--- src/rtl/gate_toggle_monitor.sv ---
// gate_toggle_monitor: counts rising, falling and high cycles of a gate
// output over a programmable window and returns the results over valid/ready.
module gate_toggle_monitor #(
  parameter int unsigned CNT_W       = 16,
  parameter int unsigned WIN_W       = 16,
  parameter int unsigned SYNC_STAGES = 2
) (
  input  logic             CLK,
  input  logic             RSTB,
  input  logic             START,
  input  logic             ABORT,
  input  logic [WIN_W-1:0] WINDOW_LEN,
  input  logic             Q_IN,
  output logic             BUSY,
  output logic [CNT_W-1:0] RISE_CNT,
  output logic [CNT_W-1:0] FALL_CNT,
  output logic [CNT_W-1:0] HIGH_CNT,
  output logic             OVF,
  output logic             RES_VALID,
  input  logic             RES_READY
);

  // Settle counter only needs to reach SYNC_STAGES (at most 3).
  localparam int unsigned     SET_W   = 3;
  localparam logic [CNT_W-1:0] CNT_MAX = '1;

  typedef enum logic [1:0] {
    S_IDLE   = 2'd0,
    S_SETTLE = 2'd1,
    S_COUNT  = 2'd2,
    S_DONE   = 2'd3
  } state_t;

  state_t             r_state;
  state_t             w_state_nxt;
  logic               w_start_acc;
  logic               w_abort_clr;
  logic               w_count_en;
  logic               w_settle_en;

  logic               w_s;
  logic               r_prev;
  logic [SET_W-1:0]   r_settle_cnt;
  logic [WIN_W-1:0]   r_win_len;
  logic [WIN_W-1:0]   r_win_cnt;

  logic [CNT_W-1:0]   r_rise;
  logic [CNT_W-1:0]   r_fall;
  logic [CNT_W-1:0]   r_high;
  logic               r_ovf;
  logic               r_busy;
  logic               r_valid;

  logic               w_rise_hit;
  logic               w_fall_hit;
  logic               w_high_hit;
  logic               w_sat;

  // Input synchronizer; zero stages means Q_IN is sampled directly.
  generate
    if (SYNC_STAGES == 0) begin : g_direct
      assign w_s = Q_IN;
    end else begin : g_sync
      logic [SYNC_STAGES-1:0] r_sync;

      // Shift Q_IN through the synchronizer chain, oldest sample at the top.
      always_ff @(posedge CLK or negedge RSTB) begin
        if (!RSTB) begin
          r_sync <= '0;
        end else begin
          r_sync <= SYNC_STAGES'({r_sync, Q_IN});
        end
      end

      assign w_s = r_sync[SYNC_STAGES-1];
    end
  endgenerate

  // Previous-sample register for edge detection; tracks s every cycle.
  always_ff @(posedge CLK or negedge RSTB) begin
    if (!RSTB) begin
      r_prev <= 1'b0;
    end else begin
      r_prev <= w_s;
    end
  end

  // State register.
  always_ff @(posedge CLK or negedge RSTB) begin
    if (!RSTB) begin
      r_state <= S_IDLE;
    end else begin
      r_state <= w_state_nxt;
    end
  end

  // Next-state logic and per-cycle control strobes.
  always_comb begin
    w_state_nxt = r_state;
    w_start_acc = 1'b0;
    w_abort_clr = 1'b0;
    w_count_en  = 1'b0;
    w_settle_en = 1'b0;
    unique case (r_state)
      S_IDLE: begin
        if (START && !ABORT && (WINDOW_LEN != '0)) begin
          w_start_acc = 1'b1;
          w_state_nxt = S_SETTLE;
        end
      end
      S_SETTLE: begin
        if (ABORT) begin
          w_abort_clr = 1'b1;
          w_state_nxt = S_IDLE;
        end else begin
          w_settle_en = 1'b1;
          if (r_settle_cnt == SET_W'(SYNC_STAGES)) begin
            w_state_nxt = S_COUNT;
          end
        end
      end
      S_COUNT: begin
        if (ABORT) begin
          w_abort_clr = 1'b1;
          w_state_nxt = S_IDLE;
        end else begin
          w_count_en = 1'b1;
          if (r_win_cnt == (r_win_len - WIN_W'(1))) begin
            w_state_nxt = S_DONE;
          end
        end
      end
      S_DONE: begin
        // Result is presented in every DONE cycle, so READY alone completes it.
        if (RES_READY) begin
          w_state_nxt = S_IDLE;
        end
      end
      default: begin
        w_state_nxt = S_IDLE;
      end
    endcase
  end

  // Window length latch plus settle and window position counters.
  always_ff @(posedge CLK or negedge RSTB) begin
    if (!RSTB) begin
      r_win_len    <= '0;
      r_win_cnt    <= '0;
      r_settle_cnt <= '0;
    end else begin
      if (w_start_acc) begin
        r_win_len    <= WINDOW_LEN;
        r_win_cnt    <= '0;
        r_settle_cnt <= '0;
      end else begin
        if (w_settle_en) begin
          r_settle_cnt <= r_settle_cnt + SET_W'(1);
        end
        if (w_count_en) begin
          r_win_cnt <= r_win_cnt + WIN_W'(1);
        end
      end
    end
  end

  // Event detection for the current counted cycle.
  always_comb begin
    w_rise_hit = w_count_en & ~r_prev &  w_s;
    w_fall_hit = w_count_en &  r_prev & ~w_s;
    w_high_hit = w_count_en &  w_s;
    w_sat      = (w_rise_hit && (r_rise == CNT_MAX)) ||
                 (w_fall_hit && (r_fall == CNT_MAX)) ||
                 (w_high_hit && (r_high == CNT_MAX));
  end

  // Saturating result counters and sticky overflow flag.
  always_ff @(posedge CLK or negedge RSTB) begin
    if (!RSTB) begin
      r_rise <= '0;
      r_fall <= '0;
      r_high <= '0;
      r_ovf  <= 1'b0;
    end else if (w_start_acc || w_abort_clr) begin
      r_rise <= '0;
      r_fall <= '0;
      r_high <= '0;
      r_ovf  <= 1'b0;
    end else begin
      if (w_rise_hit && (r_rise != CNT_MAX)) begin
        r_rise <= r_rise + CNT_W'(1);
      end
      if (w_fall_hit && (r_fall != CNT_MAX)) begin
        r_fall <= r_fall + CNT_W'(1);
      end
      if (w_high_hit && (r_high != CNT_MAX)) begin
        r_high <= r_high + CNT_W'(1);
      end
      if (w_sat) begin
        r_ovf <= 1'b1;
      end
    end
  end

  // Registered status outputs derived from the upcoming state.
  always_ff @(posedge CLK or negedge RSTB) begin
    if (!RSTB) begin
      r_busy  <= 1'b0;
      r_valid <= 1'b0;
    end else begin
      r_busy  <= (w_state_nxt != S_IDLE);
      r_valid <= (w_state_nxt == S_DONE);
    end
  end

  assign BUSY      = r_busy;
  assign RES_VALID = r_valid;
  assign RISE_CNT  = r_rise;
  assign FALL_CNT  = r_fall;
  assign HIGH_CNT  = r_high;
  assign OVF       = r_ovf;

endmodule

--- config.mk ---
export PLATFORM = sky130hd
export DESIGN_NAME = gate_toggle_monitor
export DESIGN_NICKNAME = d
export VERILOG_FILES = /design/src/rtl/gate_toggle_monitor.sv
export SDC_FILE = /design/constraint.sdc
export NUM_CORES = 1
export LEC_CHECK = 0
export CORE_ASPECT_RATIO = 0.75
export CORE_MARGIN = 2
export CORE_UTILIZATION = 40
export CTS_CLUSTER_SIZE = 24
export DETAILED_ROUTE_END_ITERATION = 16
export GPL_ROUTABILITY_DRIVEN = 0
export MAX_ROUTING_LAYER = met4
export PLACE_DENSITY = 0.64
export RECOVER_POWER = 100
export SLEW_MARGIN = 20
export SYNTH_ARGS = -nofsm -noshare
export SYNTH_HDL_FRONTEND = slang
export SYNTH_SLANG_ARGS = --single-unit
--- constraint.sdc ---
create_clock -name CLK -period 2.32 [get_ports CLK]
set_input_delay 0.696 -clock CLK [delete_from_list [all_inputs] [get_ports CLK]]
set_output_delay 0.696 -clock CLK [all_outputs]
set_load 0.005 [all_outputs]
==> impl_metrics.yaml, run 1 <==
cells_and_area:
  utilization: 0.5475
  syn_to_final_growth_pct: 35.00
  fin_cells: 815
  nNetsFinal: 677
  finalInstanceArea_um2: 6665
  drive_gt1_frac: 0.1728
worst_setup_path:
  r2r_slack_ns: -0.10
  r2r_cells: 8
  rr_endpoint: "BUSY"
  worstPathRequired_ns: 2.58
  cp_max_fo: 3
  startpoint_type: "input port"
  arrival_ns: 2.68
  end_kind: "flop"
  critical_path_class: "input port to flop"
  r2r_start: "r_win_len[0]"
run:
  max_cap_viol_count: 0
sta:
  drv_slew: 0
  relSlewSlack: 0.3328
  hold-worst-slack_ns: 0.3601
  skew_ns: 0.006080
  period_needed_ns: 2.421
  worst_slack_ns: -0.1010
  setup_violations: 4
  fin_setup_tns_ns: -0.3025
  hold_viol: 0
  grt_setup_unrepaired: "yes"
  clock.fmax_mhz: 413.1
  worst_pin_slew_ns: 1.001
  fin_crit_sh: 1.044
outcome:
  violations: "setup timing"
  status: "complete, but fails checks"
place:
  dpl-instance-area_um2: 6277
  hpwl_um: 8747
  dpl.cell_count: 793
  place_ws_ns: -0.4300
  port-buffer-count: 72
power_and_ir_drop:
  swShare: 0.3373
  internal_power_mw: 3.340
  finalPower_mw: 5.040
  power.leakage_nw: 2.961
  pwr-share-comb: 0.337
  power_switching_mw: 1.700
  ir_worst_vdd_uv: 543.0
  p_seq_frac: 0.387
  cellPowerDensity_nw_per_um2: 756.2
  clkPwrFrac: 0.276
hold_path:
  min_path_type: "flop to flop"
  whs_endpoint: "g_sync.r_sync[1]"
  hold_depth: 0
  hp-start: "g_sync.r_sync[0]"
clock_tree:
  cts_max_path_buffers: 2
  clk-insertion-delay-late_ns: 0.34
  numCtsBuffers: 9
  cts_tree: "built"
  htree_num_levels: 3
  clockRootBuffer: "clkbuf_16"
  clk_pin_slew_worst_paths_ns: 0.06
  clock_sinks: 91
  cts_hold_buffers: 0
floorplanning:
  die_y_um: 100.2
  die_w_um: 132.3
  ios: 73
  rows: 35
  core_um2: 12170
  start_util: 0.4055
  die_area_um2: 13260
synth:
  syn_nets: 550
  ys_ff_latch: 91
  yosysSeqAreaShare: 0.4612
  syn_area_per_cell_um2: 9.568
  yosys_most_used_dff: "dfrtp_1"
  ys_warn_count: 0
  synthArstFlopShare: 1.000
  yosys.cell_types.count: 53
  postSynthCellCount: 516
  syn_area_um2: 4937
  synth_edf_count: 0
global_route:
  grt_pass1_wl_um: 20260
  first_global_vias: 4084
  grt_usage: 0.1945
  grt_antenna_before_repair: 1
  grt_overflow_total: 0
  grt_max_degree: 49
route:
  viasPerCell: 5.098
  drtIter0Drc: 228
  antenna_left: 0
  wl_per_cell_um: 14.62
  firstDrtPassIters: 4
  via_count: 4155
  drc: 0
  wirelength_um: 11920
[cells by family after synthesis]
logic type                 count (synthesis)  share of synthesized area
muxes                                     17                    0.03776
and+or+nand+nor                          239                     0.2428
DFF                                       91                     0.4612
AOI/OAI and AO/OA                         54                    0.07349
xor gates and xnor gates                  75                     0.1330
buffers and inverters                     28                    0.02129
adders and majority gates                 12                    0.03041
[power by group through the flow]
stage	logic (mW)	clock network, mW	registers [mW]
after floorplan	0.864	0	1.97
after global placement	1.48	0	1.95
after detailed placement	1.53	0	1.96
after CTS	1.62	1.44	1.94
after global routing	1.88	1.51	1.97
final	1.70	1.39	1.95
[cell type report]
cell class	count	area, µm²
sequential	91	2277
inverter	12	45.04
antenna	1	2.502
fill	1104	5509
tap	166	207.7
timing repair buffer	132	1186
multi-input combinational	397	2669
clock inverter	6	48.80
clock buffer	10	229.0
[worst max path at each step]
stage	start	end	slack (ns)	cells past startpoint
finish	WINDOW_LEN[9]	RES_VALID	-0.10	8
global route	r_win_len[0]	BUSY	-0.21	8
CTS	r_win_len[0]	r_state[0]	-0.07	8
detailed placement	WINDOW_LEN[7]	RES_VALID	-0.43	8
global placement	WINDOW_LEN[6]	RES_VALID	-0.36	8
floorplan	r_state[0]	FALL_CNT[15]	0.001	9
[metal layers]
layer	vias to the layer above	global-route usage	share of wire
met5	-	-	0
met3	15	0.03485	0.027
li1	2057	-	-
met2	55	0.2873	0.44
met4	0	0.06534	0.015
met1	2028	0.2719	0.52
[repair_timing]
item	4_1_cts	5_1_grt
pin swaps	3	6
endpoints found under the setup margin	7	63
hold endpoints to repair	0	0
gates resized for setup	10	12
buffers inserted	3	2
[critical path: stages]
cell and delay (ns):
dlygate4sd3_1 0.58, nor4_2 0.26, buf_4 0.16, a41oi_1 0.19, o21ai_0 0.20, o41ai_1 0.14
or3_1 0.38, o21ai_2 0.08
[synth_stat cells, drive strengths merged, types with 12 or more instances]
cell type / n / area share
a21oi: 13 / 0.013
clkbuf: 14 / 0.011
dfrtp: 91 / 0.46
ha: 12 / 0.030
inv: 12 / 0.0091
mux2: 13 / 0.030
nand2: 41 / 0.031
nand3: 21 / 0.021
nand4: 15 / 0.019
nor2: 84 / 0.064
nor3: 13 / 0.013
nor4: 12 / 0.016
o21ai: 14 / 0.014
xnor2: 34 / 0.060
xor2: 41 / 0.073
[registers in the layout (all words and copies together), names as in the netlist]
name and count:
BUSY 1, FALL_CNT 16, HIGH_CNT 16, OVF 1, RES_VALID 1, RISE_CNT 16, g_sync.r_sync 2, r_prev 1
r_settle_cnt 3, r_state 2, r_win_cnt 16, r_win_len 16
[cell usage in the layout, fill, tap and decap left out, drive strengths merged, types with 14 or more instances in the layout]
cell	synthesis	layout
o21ai	14	14
nor2	84	84
nand2	41	41
nand4	15	15
buf	2	57
dfrtp	91	91
nand3	21	21
clkbuf	14	14
xor2	41	41
xnor2	34	34
clkdlybuf4s50	0	17
dlygate4sd3	0	53
inv	12	15
Power figures use the tool's default switching activity.
==> run 2, diff against run 1 <==
CAP_MARGIN = 20   (was not set)
==> results of run 2 <==
No change in the layout: final DEF, timing and power equal those of run 1.
==> run 3, diff against run 2 <==
PLACE_DENSITY = 0.62   (was 0.64)
clock period = 2.55 ns   (was 2.32 ns; I/O delays follow)
==> impl_metrics.yaml, run 3 (synthesis gave the netlist of run 1 again) <==
route:
  drtIter0Drc: 246
  wl_per_cell_um: 14.33
  via_count: 4120
  wirelength_um: 11580
  firstDrtPassIters: 5
  drc: 0
  viasPerCell: 5.099
  antenna_left: 0
sta:
  drv_slew: 0
  fin_crit_sh: 0.9906
  setup_violations: 0
  relSlewSlack: 0.3347
  clock.fmax_mhz: 395.9
  period_needed_ns: 2.526
  grt_setup_unrepaired: "yes"
  skew_ns: 0.008688
  worst_slack_ns: 0.02391
  worst_pin_slew_ns: 0.9979
  hold_viol: 0
  hold-worst-slack_ns: 0.3525
floorplanning:
  die_y_um: 100.2
  start_util: 0.4055
  die_w_um: 132.3
  core_um2: 12170
  ios: 73
  rows: 35
  die_area_um2: 13260
place:
  hpwl_um: 8770
  dpl.cell_count: 791
  place_ws_ns: -0.2485
  port-buffer-count: 72
global_route:
  grt_usage: 0.1883
  grt_antenna_before_repair: 0
  first_global_vias: 3975
  grt_max_degree: 39
  grt_pass1_wl_um: 19570
  grt_overflow_total: 0
cells_and_area:
  nNetsFinal: 671
  syn_to_final_growth_pct: 32.59
  layout_commonest_cell: "dfrtp_1"
  fin_cells: 808
  layout_common_cells: "dfrtp_1 (91), nor2_1 (84), dlygate4sd3_1 (52)"
  fill_cells: 1141
  drive_gt1_frac: 0.1340
  num_antenna_cells: 0
worst_setup_path:
  end_kind: "flop"
  worstPathRequired_ns: 2.78
  arrival_ns: 2.76
  startpoint_type: "flop"
  cp_max_fo: 3
  critical_path_class: "flop to flop"
run:
  max_cap_viol_count: 0
clock_tree:
  numCtsBuffers: 9
  cts_max_path_buffers: 2
  clock_sinks: 91
  clk-insertion-delay-late_ns: 0.34
  htree_num_levels: 3
  clockRootBuffer: "clkbuf_16"
  clk_pin_slew_worst_paths_ns: 0.06
  cts_tree: "built"
hold_path:
  min_path_type: "flop to flop"
power_and_ir_drop:
  power.leakage_nw: 2.901
  ir_worst_vdd_uv: 452.0
  cellPowerDensity_nw_per_um2: 692.7
outcome:
  status: "finished clean"
## run 3: changes by cell type in the layout (fill, tap and decap cells not counted), moves of 2 or more
| cell | delta |
|---|---|
| inv_2 | -2 |
| clkinvlp_4 | -2 |
| buf_4 | -14 |
| clkbuf_1 | +9 |
| clkbuf_4 | +2 |
| clkdlybuf4s50_1 | +2 |
| nor4_1 | +2 |
| inv_1 | +2 |
| clkinv_4 | +2 |
| bufinv_16 | +2 |
## run 3: cell type report
class	count	area [µm²]	share of cell area
inverter	12	45.04	0.006881
multi-input combinational	397	2599	0.3970
clock buffer	11	232.7	0.03555
tap	166	207.7	0.03173
sequential	91	2277	0.3479
clock inverter	5	86.33	0.01319
timing repair buffer	126	1099	0.1678
## run 3: critical path, stage by stage, from the launching register on
cell,delay [ns]
dfrtp_1,0.38
inv_1,0.07
ha_1,0.16
or4b_4,0.51
or4_4,0.53
a311oi_4,0.30
nor4_4,0.08
a31oi_1,0.21
buf_4,0.14
nor2_1,0.03
## run 3: worst paths after layout
path                                       start               end  slack, ns  depth (start not counted)
min in group asynchronous                   RSTB      r_win_len[4]       0.58                          1
worst max-delay path                r_win_len[0]        r_state[1]       0.02                          9
worst min-delay path            g_sync.r_sync[0]  g_sync.r_sync[1]       0.35                          0
worst max register to register      r_win_len[0]        r_state[1]       0.02                          9
max in group asynchronous                   RSTB      HIGH_CNT[15]       0.63                          2
worst min register to register  g_sync.r_sync[0]  g_sync.r_sync[1]       0.35                          0
## run 3: metal layers
layer | global-route usage | share of wire | wire length, µm | vias up
met5 | - | 0 | 0 | -
met4 | 0.03722 | 0.0083 | 96 | 0
met3 | 0.03485 | 0.042 | 490 | 10
met2 | 0.2692 | 0.43 | 4944 | 76
met1 | 0.2798 | 0.52 | 6051 | 1991
li1 | - | - | - | 2043
## run 3: report_power, final
| part | switching [mW] | leakage [nW] | internal, mW |
|---|---|---|---|
| registers | 0.161 | 1.22 | 1.61 |
| logic | 0.706 | 1.52 | 0.621 |
| clock network | 0.567 | 0.154 | 0.867 |
## run 3: what timing repair did
item / CTS / global route
endpoints found under the setup margin: 2 / 4
hold buffers: 0 / 0
gates resized for setup: 0 / 6
pin swaps: 2 / 4
setup buffers: 0 / 1
## run 3: through the flow
stage | TNS [ns] | utilization | power, mW | area, µm²
6_report | 0 | 0.5377 | 4.535 | 6546
5_1_grt | -0.1881 | 0.5377 | 4.801 | 6546
4_1_cts | 0 | 0.5391 | 4.558 | 6563
3_5_place_dp | -4.828 | 0.5128 | 3.115 | 6243
3_3_place_gp | -3.045 | 0.5128 | 3.075 | 6243
2_1_floorplan | 0 | - | 2.576 | 4937
